File: src/rtl/bcd_calculator_seq.sv
// Sequential two-operand BCD calculator: button-driven digit entry, multi-cycle
// add/sub/mul/div, double-dabble conversion and a result/operand display mux.
module bcd_calculator_seq #(
  parameter int DIGITS     = 2,
  parameter int OUT_DIGITS = 4
) (
  input  logic                    clk,
  input  logic                    resetButton,
  input  logic [2*DIGITS-1:0]     inc_btn,
  input  logic [3:0]              op_btn,
  input  logic                    show_btn,
  output logic [4*OUT_DIGITS-1:0] digits,
  output logic                    neg,
  output logic                    err,
  output logic                    ovf,
  output logic                    busy,
  output logic                    done,
  output logic                    show_point
);
  localparam int OPW  = $clog2(10**DIGITS);
  localparam int RW   = 2*OPW;
  localparam int BD   = (RW*31)/100 + 1;
  localparam int CW   = (BD > OUT_DIGITS) ? BD : OUT_DIGITS;
  localparam int LO   = OUT_DIGITS - OUT_DIGITS/2;
  localparam int NA   = (DIGITS < OUT_DIGITS/2) ? DIGITS : OUT_DIGITS/2;
  localparam int NB   = (DIGITS < LO) ? DIGITS : LO;
  localparam int CNTW = $clog2(RW+1);

  typedef enum logic [1:0] {IDLE, COMPUTE, CONVERT, DONE} state_t;
  typedef enum logic [1:0] {OP_ADD, OP_SUB, OP_MUL, OP_DIV} op_t;

  state_t state, state_nxt;
  op_t    op, op_sel;
  logic [CNTW-1:0] cnt;

  logic [2*DIGITS-1:0] inc_q, inc_edge;
  logic [3:0]          op_q, op_edge;
  logic                show_q, show_mode, start;

  logic [4*DIGITS-1:0] a_dig, b_dig;
  logic [OPW-1:0]      a_val, b_val, a_r, b_r, b_sh, q, q_nxt, rem, rem_nxt;
  logic [OPW:0]        rem_sh, diff;
  logic [RW-1:0]       acc, acc_nxt, a_sh, bin;
  logic [4*CW-1:0]     bcd, adj;
  logic [4*CW:0]       bcd_sh;
  logic                ovf_n, neg_p;
  logic [4*OUT_DIGITS-1:0] res_digits;

  // Buttons are plain levels; one action per rising edge.
  assign inc_edge = inc_btn & ~inc_q;
  assign op_edge  = op_btn & ~op_q;
  assign start    = (state == IDLE) && (op_edge != 4'b0);

  always_comb begin
    a_val = '0;
    b_val = '0;
    for (int i = DIGITS-1; i >= 0; i--) begin
      a_val = a_val * OPW'(10) + OPW'(a_dig[4*i +: 4]);
      b_val = b_val * OPW'(10) + OPW'(b_dig[4*i +: 4]);
    end
  end

  always_comb begin
    op_sel = OP_DIV;
    if (op_edge[0])      op_sel = OP_ADD;
    else if (op_edge[1]) op_sel = OP_SUB;
    else if (op_edge[2]) op_sel = OP_MUL;
  end

  // Shift-add multiply and restoring divide step.
  always_comb begin
    acc_nxt = acc + (b_sh[0] ? a_sh : '0);
    rem_sh  = {rem, q[OPW-1]};
    diff    = rem_sh - {1'b0, b_r};
    if (diff[OPW]) begin
      rem_nxt = rem_sh[OPW-1:0];
      q_nxt   = {q[OPW-2:0], 1'b0};
    end else begin
      rem_nxt = diff[OPW-1:0];
      q_nxt   = {q[OPW-2:0], 1'b1};
    end
  end

  // Double-dabble: add 3 to digits >= 5, then shift in the next magnitude bit.
  always_comb begin
    adj = bcd;
    for (int k = 0; k < CW; k++)
      if (bcd[4*k +: 4] >= 4'd5) adj[4*k +: 4] = bcd[4*k +: 4] + 4'd3;
    bcd_sh = {adj, bin[RW-1]};
    ovf_n  = bcd_sh[4*CW];
    for (int k = OUT_DIGITS; k < CW; k++)
      if (bcd_sh[4*k +: 4] != 4'd0) ovf_n = 1'b1;
  end

  always_comb begin
    state_nxt = state;
    case (state)
      IDLE:    if (start) state_nxt = COMPUTE;
      COMPUTE: if (((op == OP_ADD || op == OP_SUB) && cnt == '0) ||
                   cnt == CNTW'(OPW-1)) state_nxt = CONVERT;
      CONVERT: if (cnt == CNTW'(RW-1)) state_nxt = DONE;
      DONE:    state_nxt = IDLE;
      default: state_nxt = IDLE;
    endcase
  end

  always_ff @(posedge clk or negedge resetButton) begin
    if (!resetButton) state <= IDLE;
    else              state <= state_nxt;
  end

  assign busy = (state != IDLE);
  assign done = (state == DONE);

  always_ff @(posedge clk or negedge resetButton) begin
    if (!resetButton) begin
      inc_q <= '0; op_q <= '0; show_q <= 1'b0; show_mode <= 1'b0;
      a_dig <= '0; b_dig <= '0; a_r <= '0; b_r <= '0; op <= OP_ADD;
      cnt <= '0; acc <= '0; a_sh <= '0; b_sh <= '0; q <= '0; rem <= '0;
      bin <= '0; bcd <= '0; neg_p <= 1'b0;
      res_digits <= '0; neg <= 1'b0; err <= 1'b0; ovf <= 1'b0;
    end else begin
      inc_q  <= inc_btn;
      op_q   <= op_btn;
      show_q <= show_btn;
      if (show_btn && !show_q) show_mode <= ~show_mode;
      cnt <= (state_nxt != state) ? '0 : cnt + CNTW'(1);
      case (state)
        IDLE: begin
          for (int i = 0; i < DIGITS; i++) begin
            if (inc_edge[i])
              a_dig[4*i +: 4] <= (a_dig[4*i +: 4] == 4'd9) ? 4'd0 : a_dig[4*i +: 4] + 4'd1;
            if (inc_edge[DIGITS+i])
              b_dig[4*i +: 4] <= (b_dig[4*i +: 4] == 4'd9) ? 4'd0 : b_dig[4*i +: 4] + 4'd1;
          end
          if (start) begin
            op   <= op_sel;
            a_r  <= a_val;
            b_r  <= b_val;
            acc  <= '0;
            a_sh <= RW'(a_val);
            b_sh <= b_val;
            q    <= a_val;
            rem  <= '0;
          end
        end
        COMPUTE: begin
          acc  <= acc_nxt;
          a_sh <= a_sh << 1;
          b_sh <= b_sh >> 1;
          q    <= q_nxt;
          rem  <= rem_nxt;
          if (state_nxt == CONVERT) begin
            bcd   <= '0;
            neg_p <= (a_r < b_r);
            case (op)
              OP_ADD:  bin <= RW'(a_r) + RW'(b_r);
              OP_SUB:  bin <= (a_r >= b_r) ? RW'(a_r - b_r) : RW'(b_r - a_r);
              OP_MUL:  bin <= acc_nxt;
              default: bin <= (b_r == '0) ? '0 : RW'(q_nxt);
            endcase
          end
        end
        CONVERT: begin
          bcd <= bcd_sh[4*CW-1:0];
          bin <= bin << 1;
          if (state_nxt == DONE) begin
            res_digits <= ovf_n ? {OUT_DIGITS{4'h9}} : bcd_sh[4*OUT_DIGITS-1:0];
            ovf <= ovf_n;
            neg <= (op == OP_SUB) && neg_p;
            err <= (op == OP_DIV) && (b_r == '0);
          end
        end
        default: ;
      endcase
    end
  end

  // Operand view: A in the upper half of the display, B in the lower half.
  always_comb begin
    digits = res_digits;
    if (show_mode) begin
      digits = '0;
      for (int k = 0; k < NB; k++) digits[4*k +: 4] = b_dig[4*k +: 4];
      for (int k = 0; k < NA; k++) digits[4*(LO+k) +: 4] = a_dig[4*k +: 4];
    end
  end

  assign show_point = show_mode;
endmodule
File: config.mk
export PLATFORM = sky130hd
export DESIGN_NAME = bcd_calculator_seq
export DESIGN_NICKNAME = d
export VERILOG_FILES = /design/src/rtl/bcd_calculator_seq.sv
export SDC_FILE = /design/constraint.sdc
export NUM_CORES = 1
export LEC_CHECK = 0
export ABC_AREA = 0
export BUFFER_PORTS_ARGS = -buffer_cell sky130_fd_sc_hd__buf_2
export CAP_MARGIN = 5
export CORE_MARGIN = 2
export CORE_UTILIZATION = 30
export DETAILED_ROUTE_END_ITERATION = 10
export HOLD_SLACK_MARGIN = 0.08
export PLACE_DENSITY = 0.57
export SLEW_MARGIN = 15
export SYNTH_ARGS = -nofsm -noshare
export SYNTH_HDL_FRONTEND = slang
export SYNTH_SLANG_ARGS = --single-unit
File: constraint.sdc
create_clock -name clk -period 5.88 [get_ports clk]
set_clock_uncertainty 0.05 [all_clocks]
set_input_delay 1.47 -clock clk [delete_from_list [all_inputs] [get_ports clk]]
set_output_delay 1.47 -clock clk [all_outputs]
set_load 0.03 [all_outputs]
Word-level counts from Yosys, hierarchy flattened
Index checks and enable logic that the tools add are counted.
W data, S select, Z words.
Word-level totals
  register bits after elaboration: 151
  input bits: 11
  word-level logic and storage cells: 139
  output and inout bits: 22
Cells by class
  multiplexer cells: 40
  equal/unequal tests: 17
  $lt $le $gt $ge: 7
  $mul: 2
  bitwise gates (word level): 5
  reduce and logical (&&, ||, !) cells: 26
  add/sub/neg operators: 17
Operator list (count)
  $pmux W14 S2: 3
  $mux W14: 5
  $pmux W14 S3: 1
  $pmux W7 S2: 3
  $mux W4: 10
  $pmux W20 S2: 1
  $mux W7: 5
  $mux W16: 2
  $add A4 B1 Y4 const B: 5
  $add A4 B2 Y4 const B: 5
  $eq A4 B4 Y1 const B: 5
  $ge A4 B3 Y1 const B: 5
  $mux W20: 1
  $reduce_and A2 Y1: 9
  $sub A7 B7 Y8: 2
  $add A14 B14 Y14: 1
  $add A7 B4 Y7: 2
  $eq A2 B2 Y1 const B: 6
  $mul A4 B3 Y6 const B: 2
  $mux W2: 5
  $add A7 B7 Y8: 1
  $and A4 B4 Y4: 2
  $not A4 Y4: 2
  $pmux W2 S4: 1
  other kinds (17): 30

Longest topological paths before layout
  depth after elaboration: 9
  depth in mapped cells: 11
  mapped depth without buffers: 10

Worst setup path before layout
OpenSTA, ideal clock, no wires.
  kind: flip-flop to output port
  from: reg show_mode (netlist: show_point)
  to: out digits[10]
  arrival: 1639 ps
  stages on the path, launching flop included: 4
  slack: 2721 ps
  data required time: 4360 ps
  path through: dfrtp_1 -> clkbuf_1 -> clkbuf_1 -> mux2_2
On the way
  cells in the longest elaborated chain, start to end: 1
Ends and longest elaborated chain
  start, declared: RTL line 38  | logic show_q, show_mode, start;
  start signal, assigned: RTL line 126  | if (show_btn && !show_q) show_mode <= ~show_mode;
  $mux W16: RTL line 182  | if (show_mode) begin
  end, declared: RTL line 12  | output logic [4*OUT_DIGITS-1:0] digits,
No other way between the ends.

Final worst setup path
  from: reg state[1]
  to: out busy
On the way
  cells in the longest elaborated chain, start to end: 1
Ends and longest elaborated chain
  start, declared: RTL line 32  | state_t state, state_nxt;
  start signal, assigned: RTL line 109  | else state <= state_nxt;
  $reduce_bool A2 Y1: RTL line 112  | assign busy = (state != IDLE);
  end, declared: RTL line 16  | output logic busy,
No other way between the ends.

==> results.cfg <==
[run_status]
status = complete, no violations

[synthesis]
synth-seq-cells = 151
async_flop_share_pct = 100
yosys-top-cells-area = dfrtp_1 41%, ha_1 9.2%, o21ai_0 4.3%
synth_edf_count = 0
yosysMostFrequentCell = dfrtp_1
syn_area_per_cell_um2 = 9.41
syn-num-nets = 1060
ys_seq_area_share_pct = 41.3
ys.flop_type = dfrtp_1
ys_warn_count = 0
netlist_area_um2 = 9150
synth_area_leader_cell = dfrtp_1
synth.top_cells.by_count = 151 x dfrtp_1, 101 x nand2_1, 79 x o21ai_0
yosys.area.top_type_share_pct = 41.3
syn_inst = 973
ys_types = 63

[detailed_routing]
drc = 0
viasPerCell = 5.15
firstDrtPassIters = 5
vias = 7196
ant_nets = 0
drtIter0Drc = 423
drt-total-wl_mm = 23.2
avgRoutedWirePerCell_um = 16.6

[global_routing]
grt_max_degree = 80
use_met3_pct = 2.31
grt_pass1_wl_mm = 38.1
grt_pass1_vias = 7080
grt_use_total_pct = 15.3
busiest_layer = met2
grt_util_met2_pct = 24.1
antenna_found_initial = 0
grt_overflow = 0
met1_usage_pct = 22.0

[floorplanning]
io_pins = 33
die_area_um2 = 31900
die_y_um = 179
core_area_um2 = 29900
start_util_pct = 30.6
rows = 63
die_w_um = 179

[power]
p_clk_share_pct = 17.3
switching_share_pct = 47.1
combPwrFrac_pct = 53.9
p_int_uw = 3320
power_leakage_uw = 0.00469
switching_power_uw = 2950
powerDensity_nw_per_um2 = 608
seqPwrFrac_pct = 28.8
ir_worst_vdd_v = 0.000225

[clocking]
cts_buffer_depth = 2
htree_num_levels = 4
cts-root-buf = clkbuf_16
cts_tree = done
cts_sinks = 151
clk_latency_ps = 430
cts_buffers = 17
postCtsSetupBuffers = 0
hold_buffers = 0
clk_pin_slew_ps = 70
post_cts_resized = 0

[sta]
period_share_pct = 60.6
fin_ws_ps = 2320
tightest_slew_ps = 1120
period_minus_slack_ps = 3560
setup_violations = 0
max_freq_mhz = 281
hold_viol_final = 0
tns_ps = 0
slew_headroom_pct = 25.1
rsz0062_at_grt = false
drv_slew = 0

[critical_path]
crit_chain = nor2_1, inv_1, buf_2
cp.buffers_inverters = 2
cp-end-kind = output pin
critPathSlowestCell = nor2_1
max_stage_delay_ps = 570
cp-start-kind = flip-flop
path_class = reg -> out
crit_fanout = 11
critPathRequiredTime_ps = 4360
crit_arrival_ps = 2040
crit_family = simple AND/OR/NAND/NOR gates

[placed_design]
hpwlAfterDp_mm = 16.8
io_buffers = 32
place_congestion = 0.854
place_ws_ps = 2110

[final_layout]
n_antenna_cell = 0
area_delta_synth_final_pct = 12.7
nets = 1082
drive_gt1_share_pct = 10.9
final_util_pct = 34.5

[worst_hold_path]
hold_class = reg -> reg

[job]
cap_viol_max_count = 0
-- placed cells by master, fill, tap and decap left out, drive strengths merged, types with 7 or more instances in the layout --
cell type,instances
xor2,15
nand3,38
mux2i,16
dfrtp,151
nor3b,14
fa,9
mux2,24
nand2,101
xnor2,26
clkbuf,17
a21o,23
a221o,12
o21a,7
o21ai,89
nand2b,14
a211oi,8
buf,42
and2,18
o22ai,12
a21oi,65
inv,65
nor2,57
ha,67
nor2b,12
nor3,13
o31ai,10
a31oi,11
-- metrics by stage --
stage	cell area (um2)	hold WS [ps]	power, uW	instances
final	10300	443	6270	1398
after global routing	10300	465	6800	1398
after CTS	10300	442	6290	1398
after detailed placement	9740	420	5190	1366
after global placement	9740	411	5150	1366
after floorplan	9150	389	4270	973
-- power groups by stage --
stage,Clock (uW),Sequential (uW),Combinational (uW)
floorplan,0,1640,2630
global placement,0,1820,3330
detailed placement,0,1820,3370
CTS,1100,1810,3390
global route,1150,1860,3790
finish,1090,1800,3380
-- worst paths after layout --
kind / cells past startpoint / end / start / slack (ps)
hold reg to reg: 2 / neg_p$_DFFE_PN0P_ / neg_p$_DFFE_PN0P_ / 440
min in group asynchronous: 1 / res_digits[10]$_DFFE_PN0P_ / resetButton / 1040
setup / recovery: 3 / busy / state[1]$_DFF_PN0_ / 2320
max in group asynchronous: 2 / a_sh[1]$_DFFE_PN0P_ / resetButton / 3710
setup reg to reg: 8 / bin[13]$_DFFE_PN0P_ / a_r[5]$_DFFE_PN0P_ / 2810
hold / removal: 2 / neg_p$_DFFE_PN0P_ / neg_p$_DFFE_PN0P_ / 440
-- layer usage --
layer  vias up  routed length [um]
met3        18                 883
met2       166               10600
met1      3490               11400
met5         -                   0
met4         0                 293
li1       3522                   -
-- worst reg2reg max path: cells and delay by family (launching register included) --
family / cells / cell delay, ps
and+or+nand+nor: 1 / 250
muxes: 1 / 450
adders and majority gates: 1 / 480
buffers and inverters: 1 / 70
DFF: 1 / 470
AOI/OAI and AO/OA: 4 / 1150
-- state kept, by name, indices dropped and copies added, names as in the netlist, 7 cells and up --
register,cells
bcd,20
res_digits,16
a_sh,14
acc,14
bin,14
a_dig,8
b_dig,8
a_r,7
b_r,7
b_sh,7
q,7
rem,7
-- cell families (layout without fill, tap and decap cells) --
group / Yosys count / after routing / synth area share [%]
buf+inv: 93 / 128 / 3.90
simple gates: 292 / 292 / 15.5
fa+ha+maj: 76 / 76 / 11.1
mux: 40 / 40 / 4.70
xor+xnor: 41 / 41 / 4.01
compound gates: 280 / 280 / 19.5
flops: 151 / 151 / 41.3
-- area by class of cell --
cell class                      count  area (um2)
Tap cell                          390         488
Multi-Input combinational cell    729        5030
Clock buffer                       17         425
Fill cell                        3012       19600
Clock inverter                     15         151
Sequential cell                   151        3780
Inverter                           54         203
Timing Repair Buffer               42         241
Note: power is estimated with default switching activity, not from simulation.
